### src/rtl/wb_regfile_pkg.sv
// Shared definitions for the Wishbone register file slave: map, bit fields, bus FSM.
package wb_regfile_pkg;

  localparam int unsigned DATA_W = 32;
  localparam int unsigned ADR_W  = 10;
  localparam int unsigned SEL_W  = DATA_W / 8;
  localparam int unsigned CTRL_W = 2;
  localparam int unsigned INT_W  = 2;

  // Register word addresses
  localparam logic [ADR_W-1:0] ADR_CTRL     = 10'h000;
  localparam logic [ADR_W-1:0] ADR_PERIOD   = 10'h001;
  localparam logic [ADR_W-1:0] ADR_COUNT    = 10'h002;
  localparam logic [ADR_W-1:0] ADR_INT_SRC  = 10'h003;
  localparam logic [ADR_W-1:0] ADR_INT_MASK = 10'h004;
  localparam logic [ADR_W-1:0] ADR_SCRATCH  = 10'h005;

  // CTRL bit indices
  localparam int unsigned CTRL_EN     = 0;
  localparam int unsigned CTRL_RELOAD = 1;

  // INT_SRC / INT_MASK bit indices
  localparam int unsigned INT_TIMER  = 0;
  localparam int unsigned INT_BUSERR = 1;

  typedef enum logic {
    ST_IDLE = 1'b0,
    ST_RESP = 1'b1
  } bus_state_e;

  // Expand byte-lane enables into a bit mask
  function automatic logic [DATA_W-1:0] lane_mask(input logic [SEL_W-1:0] sel);
    logic [DATA_W-1:0] m;
    m = '0;
    for (int i = 0; i < int'(SEL_W); i++) begin
      m[8*i +: 8] = {8{sel[i]}};
    end
    return m;
  endfunction

endpackage

### src/rtl/wb_timer_core.sv
// Programmable interval timer: counts 0..period, flags expiry, requests EN clear when not reloading.
module wb_timer_core
  import wb_regfile_pkg::*;
(
  input  logic              clk_i,
  input  logic              rst_ni,
  input  logic              en_i,
  input  logic              reload_i,
  input  logic [DATA_W-1:0] period_i,
  input  logic              clr_i,
  output logic [DATA_W-1:0] count_o,
  output logic              expire_c_o,
  output logic              clr_en_c_o
);

  logic [DATA_W-1:0] count_q;
  logic [DATA_W-1:0] count_d;

  // Expiry detection and next count; an EN 0->1 clear takes priority
  always_comb begin
    count_d    = count_q;
    expire_c_o = en_i && (period_i != '0) && (count_q == period_i);
    clr_en_c_o = expire_c_o && !reload_i;
    if (clr_i) begin
      count_d = '0;
    end else if (en_i) begin
      if (period_i == '0 || expire_c_o) begin
        count_d = '0;
      end else begin
        count_d = count_q + DATA_W'(1);
      end
    end
  end

  // Count register
  always_ff @(posedge clk_i or negedge rst_ni) begin
    if (!rst_ni) begin
      count_q <= '0;
    end else begin
      count_q <= count_d;
    end
  end

  assign count_o = count_q;

endmodule

### src/rtl/wb_regfile_slave.sv
// Wishbone slave register file with interval timer and maskable interrupt.
module wb_regfile_slave
  import wb_regfile_pkg::*;
#(
  parameter logic [31:0] PERIOD_RST  = 32'h0000_0000,
  parameter logic [31:0] SCRATCH_RST = 32'h0000_0000
) (
  input  logic              wb_clk_i,
  input  logic              wb_rst_i,
  input  logic [11:2]       wb_adr_i,
  input  logic [SEL_W-1:0]  wb_sel_i,
  input  logic              wb_we_i,
  input  logic              wb_cyc_i,
  input  logic              wb_stb_i,
  input  logic [DATA_W-1:0] wb_dat_i,
  output logic [DATA_W-1:0] wb_dat_o,
  output logic              wb_ack_o,
  output logic              wb_err_o,
  output logic              int_o
);

  bus_state_e        state_q, state_d;
  logic              ack_q, ack_d;
  logic              err_q, err_d;
  logic [DATA_W-1:0] dat_q, dat_d;
  logic              int_q, int_d;
  logic [CTRL_W-1:0] ctrl_q, ctrl_d;
  logic [DATA_W-1:0] period_q, period_d;
  logic [INT_W-1:0]  int_src_q, int_src_d;
  logic [INT_W-1:0]  int_mask_q, int_mask_d;
  logic [DATA_W-1:0] scratch_q, scratch_d;

  logic [DATA_W-1:0] mask;
  logic [INT_W-1:0]  int_src_set;
  logic [INT_W-1:0]  int_src_clr;
  logic              ctrl_wr;
  logic              bad_acc;
  logic              tmr_clr;
  logic [DATA_W-1:0] tmr_count;
  logic              tmr_expire;
  logic              tmr_clr_en;

  wb_timer_core u_timer (
    .clk_i      (wb_clk_i),
    .rst_ni     (wb_rst_i),
    .en_i       (ctrl_q[CTRL_EN]),
    .reload_i   (ctrl_q[CTRL_RELOAD]),
    .period_i   (period_q),
    .clr_i      (tmr_clr),
    .count_o    (tmr_count),
    .expire_c_o (tmr_expire),
    .clr_en_c_o (tmr_clr_en)
  );

  // Bus FSM, address decode, register writes, read capture and interrupt sources
  always_comb begin
    state_d     = state_q;
    ack_d       = 1'b0;
    err_d       = 1'b0;
    dat_d       = '0;
    ctrl_d      = ctrl_q;
    period_d    = period_q;
    int_mask_d  = int_mask_q;
    scratch_d   = scratch_q;
    int_src_set = '0;
    int_src_clr = '0;
    ctrl_wr     = 1'b0;
    bad_acc     = 1'b0;
    tmr_clr     = 1'b0;
    mask        = lane_mask(wb_sel_i);

    case (state_q)
      ST_IDLE: begin
        if (wb_cyc_i && wb_stb_i) begin
          state_d = ST_RESP;
          bad_acc = (wb_adr_i > ADR_SCRATCH) || (wb_we_i && (wb_adr_i == ADR_COUNT));
          if (bad_acc) begin
            err_d                   = 1'b1;
            int_src_set[INT_BUSERR] = 1'b1;
          end else begin
            ack_d = 1'b1;
            if (wb_we_i) begin
              case (wb_adr_i)
                ADR_CTRL: begin
                  ctrl_wr = 1'b1;
                  ctrl_d  = (ctrl_q & ~mask[CTRL_W-1:0]) | (wb_dat_i[CTRL_W-1:0] & mask[CTRL_W-1:0]);
                end
                ADR_PERIOD:   period_d    = (period_q & ~mask) | (wb_dat_i & mask);
                ADR_INT_SRC:  int_src_clr = wb_dat_i[INT_W-1:0] & mask[INT_W-1:0];
                ADR_INT_MASK: int_mask_d  = (int_mask_q & ~mask[INT_W-1:0]) |
                                            (wb_dat_i[INT_W-1:0] & mask[INT_W-1:0]);
                ADR_SCRATCH:  scratch_d   = (scratch_q & ~mask) | (wb_dat_i & mask);
                default: ;
              endcase
            end else begin
              case (wb_adr_i)
                ADR_CTRL:     dat_d = DATA_W'(ctrl_q);
                ADR_PERIOD:   dat_d = period_q;
                ADR_COUNT:    dat_d = tmr_count;
                ADR_INT_SRC:  dat_d = DATA_W'(int_src_q);
                ADR_INT_MASK: dat_d = DATA_W'(int_mask_q);
                ADR_SCRATCH:  dat_d = scratch_q;
                default:      dat_d = '0;
              endcase
            end
          end
        end
      end
      ST_RESP: state_d = ST_IDLE;
      default: state_d = ST_IDLE;
    endcase

    // Software CTRL write beats the timer's auto-clear of EN
    tmr_clr = ctrl_wr && ctrl_d[CTRL_EN] && !ctrl_q[CTRL_EN];
    if (!ctrl_wr && tmr_clr_en) begin
      ctrl_d[CTRL_EN] = 1'b0;
    end

    // Hardware set wins over a simultaneous W1C
    int_src_set[INT_TIMER] = tmr_expire;
    int_src_d = (int_src_q & ~int_src_clr) | int_src_set;
    int_d     = |(int_src_q & int_mask_q);
  end

  // State and register bank
  always_ff @(posedge wb_clk_i or negedge wb_rst_i) begin
    if (!wb_rst_i) begin
      state_q    <= ST_IDLE;
      ack_q      <= 1'b0;
      err_q      <= 1'b0;
      dat_q      <= '0;
      int_q      <= 1'b0;
      ctrl_q     <= '0;
      period_q   <= PERIOD_RST;
      int_src_q  <= '0;
      int_mask_q <= '0;
      scratch_q  <= SCRATCH_RST;
    end else begin
      state_q    <= state_d;
      ack_q      <= ack_d;
      err_q      <= err_d;
      dat_q      <= dat_d;
      int_q      <= int_d;
      ctrl_q     <= ctrl_d;
      period_q   <= period_d;
      int_src_q  <= int_src_d;
      int_mask_q <= int_mask_d;
      scratch_q  <= scratch_d;
    end
  end

  assign wb_ack_o = ack_q;
  assign wb_err_o = err_q;
  assign wb_dat_o = dat_q;
  assign int_o    = int_q;

endmodule

### config.mk
export PLATFORM = sky130hd
export DESIGN_NAME = wb_regfile_slave
export DESIGN_NICKNAME = d
export VERILOG_FILES = /design/src/rtl/wb_regfile_pkg.sv /design/src/rtl/wb_timer_core.sv /design/src/rtl/wb_regfile_slave.sv
export SDC_FILE = /design/constraint.sdc
export NUM_CORES = 1
export LEC_CHECK = 0
export BUFFER_PORTS_ARGS = -buffer_cell sky130_fd_sc_hd__buf_2
export CAP_MARGIN = 20
export CORE_ASPECT_RATIO = 1.75
export CORE_MARGIN = 4
export CORE_UTILIZATION = 55
export CTS_CLUSTER_SIZE = 28
export DETAILED_ROUTE_END_ITERATION = 12
export GPL_TIMING_DRIVEN = 0
export PLACE_DENSITY = 0.76
export SYNTH_ARGS = -nofsm -noshare
export SYNTH_HDL_FRONTEND = slang
export SYNTH_HIERARCHICAL = 1
export SYNTH_SLANG_ARGS = --single-unit
### constraint.sdc
create_clock -name wb_clk_i -period 3.8 [get_ports wb_clk_i]
set_clock_uncertainty 0.15 [all_clocks]
set_input_delay 0.19 -clock wb_clk_i [delete_from_list [all_inputs] [get_ports wb_clk_i]]
set_output_delay 0.19 -clock wb_clk_i [all_outputs]
set_load 0.05 [all_outputs]
---- After elaboration in Yosys (flattened, before gate mapping) ----
Cells that the tools add are included.
storage, ports and cells
  flip-flop bits (word level) ............. 138
  bits of input ports ..................... 51
  word-level logic and storage cells ...... 92
cells by class
  add/sub/neg operators ................... 1
  order comparisons ....................... 1
  eq/ne operators ......................... 6
  mux-type cells .......................... 32
  bitwise gates (word level) .............. 18
  reductions and logical operators ........ 22
operators with widths
  operator               number
  $mux 32                7
  $pmux 32 s6            1
  $and 32x32->32         3
  $or 32x32->32          2
  $add 32x1->32 const B  1
  $eq 32x32->1           1
  $logic_not 32->1       1
  $not 32->32            1
  $reduce_bool 32->1     1
  $eq 10x2->1 const B    2
  $eq 10x3->1 const B    2
  $reduce_and 5->1       4
  $mux 1                 18
  $and 2x2->2            5
  $eq 10x1->1 const B    1
  $gt 10x3->1 const B    1
  $logic_not 10->1       1
  $mux 2                 5
  $logic_and 1x1->1      8
  $or 2x2->2             3
  $not 2->2              2
  $logic_not 1->1        3
  $logic_or 1x1->1       2
  $not 1->1              2
  other kinds (3)        3

---- Longest topological paths before layout ----
Gate-level depths: netlist (run 1).
  word-level depth ........................ 11
  mapped depth ............................ 9
  mapped depth without buffers ............ 8

---- By module ----
The synthesis (run 1) kept the hierarchy.
modules (own cells, without submodules)
  module            instances  cells an instance  area each (um^2)  seq. area each (um^2)
  wb_regfile_slave  1          342                4610.7            2652.5
  wb_timer_core     1          251                2263.4            800.8

---- Worst setup path before layout (run 1) ----
No wires, ideal clock.
  path type ............................... in2reg
  start point ............................. in wb_adr_i[6] (netlist bit)
  end point ............................... reg (tool-made name)
  library setup time ...................... 0.125 ns
  arrival time ............................ 2.114 ns
  data required time ...................... 3.525 ns
  path slack .............................. 1.411 ns
  cell stages on the path ................. 5
  path buffers ............................ 1
  cell sequence ........................... or4_4 -> or4_1 -> buf_2 -> nor3b_4 -> mux2_2
RTL lines
  what                RTL line                RTL
  start: declaration  wb_regfile_slave.sv:10  input logic [11:2] wb_adr_i,

---- Final worst setup path (run 1) ----
  start point ............................. in wb_adr_i[4] (netlist bit)
  end point ............................... reg u_timer.count_q[14] (netlist: u_timer/count_o[14])
on the way
  word-level cells in the longest chain between the ends .. 9
RTL lines
  what                                                 RTL line                 RTL
  branches (longest 6 deep; another with $gt 10x3->1)  --
  $logic_and 1x1->1 (*) (2 in series)                  wb_regfile_slave.sv:114  tmr_clr = ctrl_wr && ctrl_d[CTRL_EN] && !ctrl_q[CTRL_EN];
  named net tmr_clr                                    wb_regfile_slave.sv:38   logic tmr_clr;
  $mux 32 / $reduce_bool 2->1 (equally long branches)  --
  end signal: assignment                               wb_timer_core.sv:40      count_q <= count_d;
  end: declaration                                     wb_timer_core.sv:16      logic [DATA_W-1:0] count_q;
Mark *: on every way through the listed nets, which the timed path passes.
A chain may end at the register's enable or synchronous reset.

==> results of run 1 <==
==> cell families after synthesis <==
family | count (synthesis)
AND/OR/NAND/NOR | 206
flip-flops | 138
multiplexers | 105
AO/OA/AOI/OAI | 57
XOR/XNOR | 54
buffers and inverters | 32
adder cells (fa/ha/maj) | 1
==> critical path, stage by stage <==
cell	delay, ps
sky130_fd_sc_hd__buf_2	110
sky130_fd_sc_hd__clkbuf_1	300
sky130_fd_sc_hd__clkbuf_1	370
sky130_fd_sc_hd__o21ai_0	320
sky130_fd_sc_hd__nand4_1	200
sky130_fd_sc_hd__nor3_1	260
sky130_fd_sc_hd__buf_1	370
sky130_fd_sc_hd__clkbuf_1	520
sky130_fd_sc_hd__a21oi_1	130
==> final cells by class <==
type | instances | area share [%]
Antenna cell | 1 | 0.0295
Multi-Input combinational cell | 423 | 38.5
Clock inverter | 15 | 1.95
Tap cell | 165 | 2.44
Timing Repair Buffer | 119 | 9.44
Buffer | 26 | 1.58
Sequential cell | 138 | 40.8
Clock buffer | 17 | 5.02
Inverter | 6 | 0.266
==> through the flow <==
stage | hold WS (ps) | cells | area, µm² | util [%]
6_report | 27.5 | 910 | 8470 | 69.8
4_1_cts | 10.6 | 909 | 8470 | 69.8
5_1_grt | 54.5 | 909 | 8470 | 69.8
3_3_place_gp | 278 | 841 | 7500 | 61.8
2_1_floorplan | -256 | 593 | 6870 | -
3_5_place_dp | 42.6 | 842 | 7530 | 62.0
==> worst min path at each step <==
stage	to	cells past startpoint	from	slack, ps
finish	flop	3	wb_sel_i[0]	30
CTS	flop	3	wb_sel_i[0]	10
global route	flop	3	wb_sel_i[0]	50
floorplan	async pin	0	wb_rst_i	-260
detailed placement	wb_dat_o[6]	1	wb_rst_i	40
global placement	flop	2	wb_dat_i[12]	280
==> synthesized netlist by cell type, drive strengths merged (2+ instances only) <==
library cell	count	area, µm²
and3	5	31.3
mux2	97	1090
or4	2	18.8
nand2b	3	18.8
o21ai	2	10.0
clkbuf	19	81.3
inv	5	18.8
and2	3	18.8
nor4	17	131
a22o	2	17.5
and4	5	46.3
nor2	75	292
nor3b	3	56.3
a21oi	6	30.0
xor2	7	61.3
nand3	22	135
nand4b	2	17.5
xnor2	47	412
buf	7	52.5
mux4	2	45.0
dfrtp	138	3450
nor2b	7	43.8
mux2i	6	60.1
nand2	18	67.6
or3	4	25.0
nand4	21	146
a31oi	6	43.8
a22oi	32	240
nor3	17	85.1
==> layer usage <==
metal,vias up,global-route usage [%]
li1,2435,-
met1,2705,29.1
met2,192,48.3
met3,41,3.76
met4,0,12.8
met5,-,0
==> power groups by stage <==
stage	registers (mW)	logic [mW]	clock network, mW
3_3_place_gp	1.50	0.109	0
4_1_cts	1.47	0.146	1.66
5_1_grt	1.47	0.159	1.73
6_report	1.47	0.144	1.63
3_5_place_dp	1.50	0.118	0
2_1_floorplan	1.50	0.0382	0
==> what timing repair did <==
item	4_1_cts	5_1_grt
resized for setup	0	0
hold endpoints to repair	127	0
setup buffers	0	0
hold buffers	35	0
==> flow_summary.html, run 1 <==
<table>
<tr><th>Metric</th><th>Value</th></tr>
<tr><th colspan="2">Route</th></tr>
<tr><td>Detailed-routed wire length on met2</td><td>between 10 and 15 mm</td></tr>
<tr><td>Post-detailed-route via-to-cell ratio</td><td>between 5 and 6</td></tr>
<tr><td>Per-cell routed wire length</td><td>between 15 and 20 µm</td></tr>
<tr><td>Top routing layer in use</td><td>met4</td></tr>
<tr><td>Count of routing violations after the opening detailed-route iteration</td><td>327</td></tr>
<tr><td>Count of TritonRoute iterations in the first routing pass</td><td>5</td></tr>
<tr><td>Residual DRC count</td><td>0</td></tr>
<tr><td>Met1 wire length</td><td>~6.7 mm</td></tr>
<tr><td>Total wire length after detailed routing</td><td>18.2 mm</td></tr>
<tr><td>Length of routed met3 wiring</td><td>about 720 µm</td></tr>
<tr><td>Number of routed nets with antenna violations</td><td>0</td></tr>
<tr><td>Via total after detailed routing</td><td>5,373</td></tr>
<tr><th colspan="2">Synth</th></tr>
<tr><td>Synthesized instance count</td><td>~590</td></tr>
<tr><td>Adder-Cell Fraction of Synth Area</td><td>less than 1%</td></tr>
<tr><td>Simple-gate share of the synthesized area</td><td>between 10% and 20%</td></tr>
<tr><td>Yosys Warn Count</td><td>6</td></tr>
<tr><td>Post-synthesis sequential area ratio</td><td>50.2%</td></tr>
<tr><td>Dominant combinational cell family by area after synthesis</td><td>multiplexers</td></tr>
<tr><td>Multiplexer area fraction after synthesis</td><td>around 17%</td></tr>
<tr><td>Post-synthesis register bit count</td><td>138</td></tr>
<tr><td>Main synth FF type</td><td>sky130_fd_sc_hd__dfrtp_1</td></tr>
<tr><td>Number of flops mapped to enable cells by yosys</td><td>0</td></tr>
<tr><td>Proportion of synthesized flip-flops having asynchronous set or reset</td><td>100%</td></tr>
<tr><td>Synth Net Count</td><td>approximately 650</td></tr>
<tr><td>XOR/XNOR share of the synthesized area</td><td>about 6.9%</td></tr>
<tr><td>Share of the synthesized area in compound gates (AO/OA/AOI/OAI)</td><td>approximately 6.3%</td></tr>
<tr><td>Mean instance size in the synthesized netlist</td><td>roughly 12 µm²</td></tr>
<tr><td>Netlist cell types</td><td>54</td></tr>
<tr><td>Netlist area before placement</td><td>0.00687 mm²</td></tr>
<tr><th colspan="2">Power and ir drop</th></tr>
<tr><td>P_leak</td><td>between 3 and 4 nW</td></tr>
<tr><td>Worst-case vdd ir drop</td><td>0.000294 V</td></tr>
<tr><td>Fraction of power consumed by sequential logic</td><td>45.3%</td></tr>
<tr><td>Combinational fraction of design power</td><td>around 4.4%</td></tr>
<tr><td>Pwr dens</td><td>about 380 mW/mm²</td></tr>
<tr><td>Fraction of power consumed by the clock network</td><td>approximately 50%</td></tr>
<tr><td>Switching power as a share of total power</td><td>between 20 and 25%</td></tr>
<tr><td>Internal Dissipation</td><td>roughly 2.5 mW</td></tr>
<tr><td>Final Total Pwr</td><td>around 3.3 mW</td></tr>
<tr><td>Net Sw Power</td><td>0.740 mW</td></tr>
<tr><th colspan="2">Finish</th></tr>
<tr><td>Nets</td><td>a little under 800</td></tr>
<tr><td>Sequential Area</td><td>~0.0035 mm²</td></tr>
<tr><td>Combined area of the multi-input logic cells</td><td>between 0.003 and 0.004 mm²</td></tr>
<tr><td>FILL cells</td><td>just under 900</td></tr>
<tr><td>Commonest cells after routing, fill and taps aside</td><td>sky130_fd_sc_hd__dfrtp_1 (138), sky130_fd_sc_hd__mux2_2 (96), sky130_fd_sc_hd__buf_2 (85), sky130_fd_sc_hd__nor2_1 (73), sky130_fd_sc_hd__xnor2_1 (47)</td></tr>
<tr><td>Syn-to-layout area delta</td><td>23.3%</td></tr>
<tr><td>Most frequent standard cell in the layout excluding fill and tap cells</td><td>sky130_fd_sc_hd__dfrtp_1</td></tr>
<tr><td>Layout cell share with drive strength beyond 1</td><td>32.5%</td></tr>
<tr><th colspan="2">Critical path</th></tr>
<tr><td>Crit path required time</td><td>around 3900 ps</td></tr>
<tr><td>Endpoint class of the critical path</td><td>flop</td></tr>
<tr><td>Reg2reg path depth</td><td>4</td></tr>
<tr><td>Largest fanout of any net on the critical path</td><td>10</td></tr>
<tr><td>Critical path arrival</td><td>between 2000 and 3000 ps</td></tr>
<tr><td>CP endpoint</td><td>u_timer/count_o[14]</td></tr>
<tr><td>Worst setup path class</td><td>in2reg</td></tr>
<tr><td>R2R setup slack</td><td>around 1200 ps</td></tr>
<tr><td>Crit path from</td><td>wb_adr_i[4]</td></tr>
<tr><td>Kind of launch point of the worst setup path</td><td>primary input</td></tr>
<tr><td>Startpoint of the worst-slack reg-to-reg timing path</td><td>state_q</td></tr>
<tr><th colspan="2">Place</th></tr>
<tr><td>IO buf count</td><td>83</td></tr>
<tr><td>Worst slack, placed</td><td>744 ps</td></tr>
<tr><td>DP HPWL</td><td>roughly 13 mm</td></tr>
<tr><td>Global placer's final weighted congestion</td><td>between 0.9 and 1</td></tr>
<tr><th colspan="2">Timing</th></tr>
<tr><td>Slew Limit Headroom</td><td>between 30% and 40%</td></tr>
<tr><td>Hold violation total from the final report</td><td>0</td></tr>
<tr><td>Period minus WS final</td><td>~2700 ps</td></tr>
<tr><td>Least-Margin Pin Slew</td><td>1040 ps</td></tr>
<tr><td>RSZ-0062 raised after global routing</td><td>no</td></tr>
<tr><td>Max Freq</td><td>approximately 370 MHz</td></tr>
<tr><td>Final-report setup violation count</td><td>0</td></tr>
<tr><td>Max Transition Viols Final</td><td>0</td></tr>
<tr><td>Total negative slack for setup checks</td><td>0 ps</td></tr>
<tr><td>Ratio of final minimum period to clock period</td><td>70.6%</td></tr>
<tr><td>Final worst slack</td><td>1120 ps</td></tr>
<tr><th colspan="2">Global route</th></tr>
<tr><td>Antenna violations before repair</td><td>0</td></tr>
<tr><td>Wire length of the first global-routing pass</td><td>roughly 29 mm</td></tr>
<tr><td>Total global routing track utilization</td><td>about a quarter</td></tr>
<tr><td>Number of global-route vias before repair</td><td>~5.8k</td></tr>
<tr><td>Pin count of the biggest net entering global routing</td><td>83</td></tr>
<tr><td>Overflow left after global routing</td><td>0</td></tr>
<tr><th colspan="2">CTS</th></tr>
<tr><td>Maximum clock insertion buffer count</td><td>2</td></tr>
<tr><td>CTS sink count</td><td>between 100 and 150</td></tr>
<tr><td>Root Buffer Master</td><td>sky130_fd_sc_hd__clkbuf_16</td></tr>
<tr><td>Clock transition time at the flip-flop clock pins of the worst setup and hold paths</td><td>around 60 ps</td></tr>
<tr><td>H-tree levels</td><td>4</td></tr>
<tr><td>TritonCTS Buffers</td><td>17</td></tr>
<tr><td>CTS tree</td><td>done</td></tr>
<tr><td>Clock network latency to the later pin of the worst-skew pair</td><td>roughly 420 ps</td></tr>
<tr><th colspan="2">Job</th></tr>
<tr><td>Total of max-cap violations</td><td>0</td></tr>
<tr><th colspan="2">Floorplanning</th></tr>
<tr><td>Std-Cell Core Area</td><td>about 0.012 mm²</td></tr>
<tr><td>Die Span Y</td><td>roughly 160 µm</td></tr>
<tr><td>Number of I/O pins</td><td>86</td></tr>
<tr><td>Die width</td><td>92.5 µm</td></tr>
<tr><td>Initial Util</td><td>56.6%</td></tr>
<tr><td>Number of placement rows</td><td>53</td></tr>
<tr><td>Die area</td><td>between 0.01 and 0.015 mm²</td></tr>
<tr><th colspan="2">Run status</th></tr>
<tr><td>Run status</td><td>finished, final reports clean</td></tr>
<tr><th colspan="2">Worst hold path</th></tr>
<tr><td>Worst hold-check path type</td><td>in2reg</td></tr>
</table>
(Power assumes the default switching activity.)
==> run 2, diff against run 1 <==
Settings changed: CORE_UTILIZATION 55 to 53, PLACE_DENSITY 0.76 to 0.77.
Clock period 3.8 ns to 2.4 ns, I/O delays scaled along.
==> flow_summary.html, run 2 (synthesized netlist as in run 1, its figures left out) <==
<table>
<tr><th>Metric</th><th>Value</th></tr>
<tr><th colspan="2">Critical path</th></tr>
<tr><td>End of the worst register-to-register path</td><td>ctrl_q[0]</td></tr>
<tr><td>Largest fanout of any net on the critical path</td><td>4</td></tr>
<tr><td>Critical path arrival</td><td>approximately 2500 ps</td></tr>
<tr><td>R2R setup slack</td><td>around 26 ps</td></tr>
<tr><td>Worst setup path class</td><td>reg2reg</td></tr>
<tr><td>Startpoint of the worst-slack reg-to-reg timing path</td><td>u_timer/count_o[26]</td></tr>
<tr><td>Reg2reg path depth</td><td>9</td></tr>
<tr><td>Endpoint class of the critical path</td><td>flop</td></tr>
<tr><td>Kind of launch point of the worst setup path</td><td>flop</td></tr>
<tr><td>Crit path required time</td><td>2510 ps</td></tr>
<tr><th colspan="2">CTS</th></tr>
<tr><td>Maximum clock insertion buffer count</td><td>2</td></tr>
<tr><td>Clock transition time at the flip-flop clock pins of the worst setup and hold paths</td><td>roughly 60 ps</td></tr>
<tr><td>H-tree levels</td><td>4</td></tr>
<tr><td>Root Buffer Master</td><td>sky130_fd_sc_hd__clkbuf_16</td></tr>
<tr><td>TritonCTS Buffers</td><td>17</td></tr>
<tr><td>CTS tree</td><td>done</td></tr>
<tr><td>CTS sink count</td><td>around 140</td></tr>
<tr><td>Clock network latency to the later pin of the worst-skew pair</td><td>about 420 ps</td></tr>
<tr><th colspan="2">Global route</th></tr>
<tr><td>Pin count of the biggest net entering global routing</td><td>just under 80</td></tr>
<tr><td>Total global routing track utilization</td><td>around a quarter</td></tr>
<tr><td>Wire length of the first global-routing pass</td><td>approximately 28 mm</td></tr>
<tr><td>Overflow left after global routing</td><td>0</td></tr>
<tr><td>Number of global-route vias before repair</td><td>around 5.5k</td></tr>
<tr><td>Antenna violations before repair</td><td>0</td></tr>
<tr><th colspan="2">Timing</th></tr>
<tr><td>Period minus WS final</td><td>roughly 2400 ps</td></tr>
<tr><td>Final-report setup violation count</td><td>0</td></tr>
<tr><td>Ratio of final minimum period to clock period</td><td>just under 100%</td></tr>
<tr><td>Slew Limit Headroom</td><td>roughly half</td></tr>
<tr><td>Max Transition Viols Final</td><td>0</td></tr>
<tr><td>Least-Margin Pin Slew</td><td>between 700 and 800 ps</td></tr>
<tr><td>Max Freq</td><td>approximately 420 MHz</td></tr>
<tr><td>Total negative slack for setup checks</td><td>0 ps</td></tr>
<tr><td>Worst hold slack across all endpoints</td><td>~40 ps</td></tr>
<tr><td>RSZ-0062 raised after global routing</td><td>yes</td></tr>
<tr><td>Hold violation total from the final report</td><td>0</td></tr>
<tr><th colspan="2">Finish</th></tr>
<tr><td>Syn-to-layout area delta</td><td>28.0%</td></tr>
<tr><td>Final Util</td><td>a little over two thirds</td></tr>
<tr><td>Most frequent standard cell in the layout excluding fill and tap cells</td><td>sky130_fd_sc_hd__dfrtp_1</td></tr>
<tr><td>Commonest cells after routing, fill and taps aside</td><td>sky130_fd_sc_hd__dfrtp_1 (138), sky130_fd_sc_hd__mux2_2 (96), sky130_fd_sc_hd__buf_2 (86), sky130_fd_sc_hd__nor2_1 (72), sky130_fd_sc_hd__dlygate4sd3_1 (39)</td></tr>
<tr><td>Non-Filler Instances</td><td>923</td></tr>
<tr><td>Layout cell share with drive strength beyond 1</td><td>between 30% and 40%</td></tr>
<tr><td>Nets</td><td>around 800</td></tr>
<tr><td>Number of diodes</td><td>0</td></tr>
<tr><th colspan="2">Worst hold path</th></tr>
<tr><td>Hold Path Origin</td><td>wb_adr_i[3]</td></tr>
<tr><td>Capture endpoint of the worst hold path</td><td>wb_dat_o[1]</td></tr>
<tr><td>Worst hold-check path type</td><td>in2reg</td></tr>
<tr><td>Number of cells on the worst hold path</td><td>3</td></tr>
<tr><th colspan="2">Power and ir drop</th></tr>
<tr><td>Final Total Pwr</td><td>5.30 mW</td></tr>
<tr><td>Worst-case vdd ir drop</td><td>approximately 0.00052 V</td></tr>
<tr><td>P_leak</td><td>a little over 4 nW</td></tr>
<tr><td>Pwr dens</td><td>approximately 600 mW/mm²</td></tr>
<tr><th colspan="2">Route</th></tr>
<tr><td>Post-detailed-route via-to-cell ratio</td><td>5.87</td></tr>
<tr><td>Residual DRC count</td><td>0</td></tr>
<tr><td>Via total after detailed routing</td><td>around 5.4k</td></tr>
<tr><td>Number of routed nets with antenna violations</td><td>0</td></tr>
<tr><td>Per-cell routed wire length</td><td>19.9 µm</td></tr>
<tr><td>Count of TritonRoute iterations in the first routing pass</td><td>6</td></tr>
<tr><td>Count of routing violations after the opening detailed-route iteration</td><td>438</td></tr>
<tr><td>Total wire length after detailed routing</td><td>18.4 mm</td></tr>
<tr><th colspan="2">Floorplanning</th></tr>
<tr><td>Die area</td><td>0.0149 mm²</td></tr>
<tr><td>Die width</td><td>around 94 µm</td></tr>
<tr><td>Std-Cell Core Area</td><td>roughly 0.013 mm²</td></tr>
<tr><td>Initial Util</td><td>~55%</td></tr>
<tr><td>Number of I/O pins</td><td>86</td></tr>
<tr><td>Number of placement rows</td><td>54</td></tr>
<tr><td>Die Span Y</td><td>roughly 160 µm</td></tr>
<tr><th colspan="2">Place</th></tr>
<tr><td>IO buf count</td><td>83</td></tr>
<tr><td>Post-Place Cells</td><td>roughly 850</td></tr>
<tr><td>DP HPWL</td><td>between 10 and 15 mm</td></tr>
<tr><td>Global placer's final weighted congestion</td><td>around 1</td></tr>
<tr><th colspan="2">Run status</th></tr>
<tr><td>Run status</td><td>finished, final reports clean</td></tr>
<tr><th colspan="2">Job</th></tr>
<tr><td>Total of max-cap violations</td><td>0</td></tr>
</table>
-- run 2: worst max path at each step --
stage	slack (ps)	start	end
3_3_place_gp	-710	wb_rst_i	wb_dat_o[30]
2_1_floorplan	80	wb_adr_i[6]	flop
3_5_place_dp	-530	wb_adr_i[4]	u_timer/count_o[7]
5_1_grt	-50	wb_adr_i[4]	u_timer/count_o[7]
6_report	30	u_timer/count_o[26]	ctrl_q[0]
4_1_cts	9	wb_adr_i[4]	u_timer/count_o[7]
-- run 2: critical path: stages (launching register included) --
cell                      delay (ps)
sky130_fd_sc_hd__dfrtp_1         460
sky130_fd_sc_hd__xnor2_2         300
sky130_fd_sc_hd__nand4_1         210
sky130_fd_sc_hd__nor4_4          280
sky130_fd_sc_hd__buf_4           180
sky130_fd_sc_hd__nand3_2         120
sky130_fd_sc_hd__nor3_2          130
sky130_fd_sc_hd__nor2b_1          60
sky130_fd_sc_hd__mux2i_1         150
sky130_fd_sc_hd__o21ai_0         170
-- run 2: layer usage --
layer | wire length (µm) | up-vias | global-route usage [%]
met3 | 861 | 46 | 4.21
li1 | - | 2447 | -
met5 | 0 | - | 0
met1 | 6590 | 2695 | 27.4
met4 | 725 | 0 | 13.9
met2 | 10200 | 227 | 45.4
-- run 2: timing repair --
item | 4_1_cts | 5_1_grt
buffers inserted | 5 | 2
setup endpoints to repair | 80 | 49
hold endpoints to repair | 150 | 0
hold buffers | 39 | 0
resized for setup | 8 | 17
pin swaps | 5 | 9
gates cloned | 0 | 0
-- run 2: cell type report --
type / instances / area, µm²
clock buffer: 18 / 429
multi-input combinational: 423 / 3420
buffer: 26 / 136
clock inverter: 14 / 194
tap: 168 / 210
sequential: 138 / 3450
fill: 908 / 3770
inverter: 6 / 22.5
timing repair buffer: 130 / 930
-- run 2: stage by stage --
step	setup slack, ps	instance area [µm²]
2_1_floorplan	81.1	6870
3_3_place_gp	-714	7500
3_5_place_dp	-533	7530
4_1_cts	8.80	8660
5_1_grt	-47.9	8800
6_report	25.8	8800
-- run 2: where the power goes --
part,internal (mW),switching [mW]
Sequential,2.33,0.00410
Clock,1.74,0.988
Combinational,0.106,0.131
Total,4.18,1.12
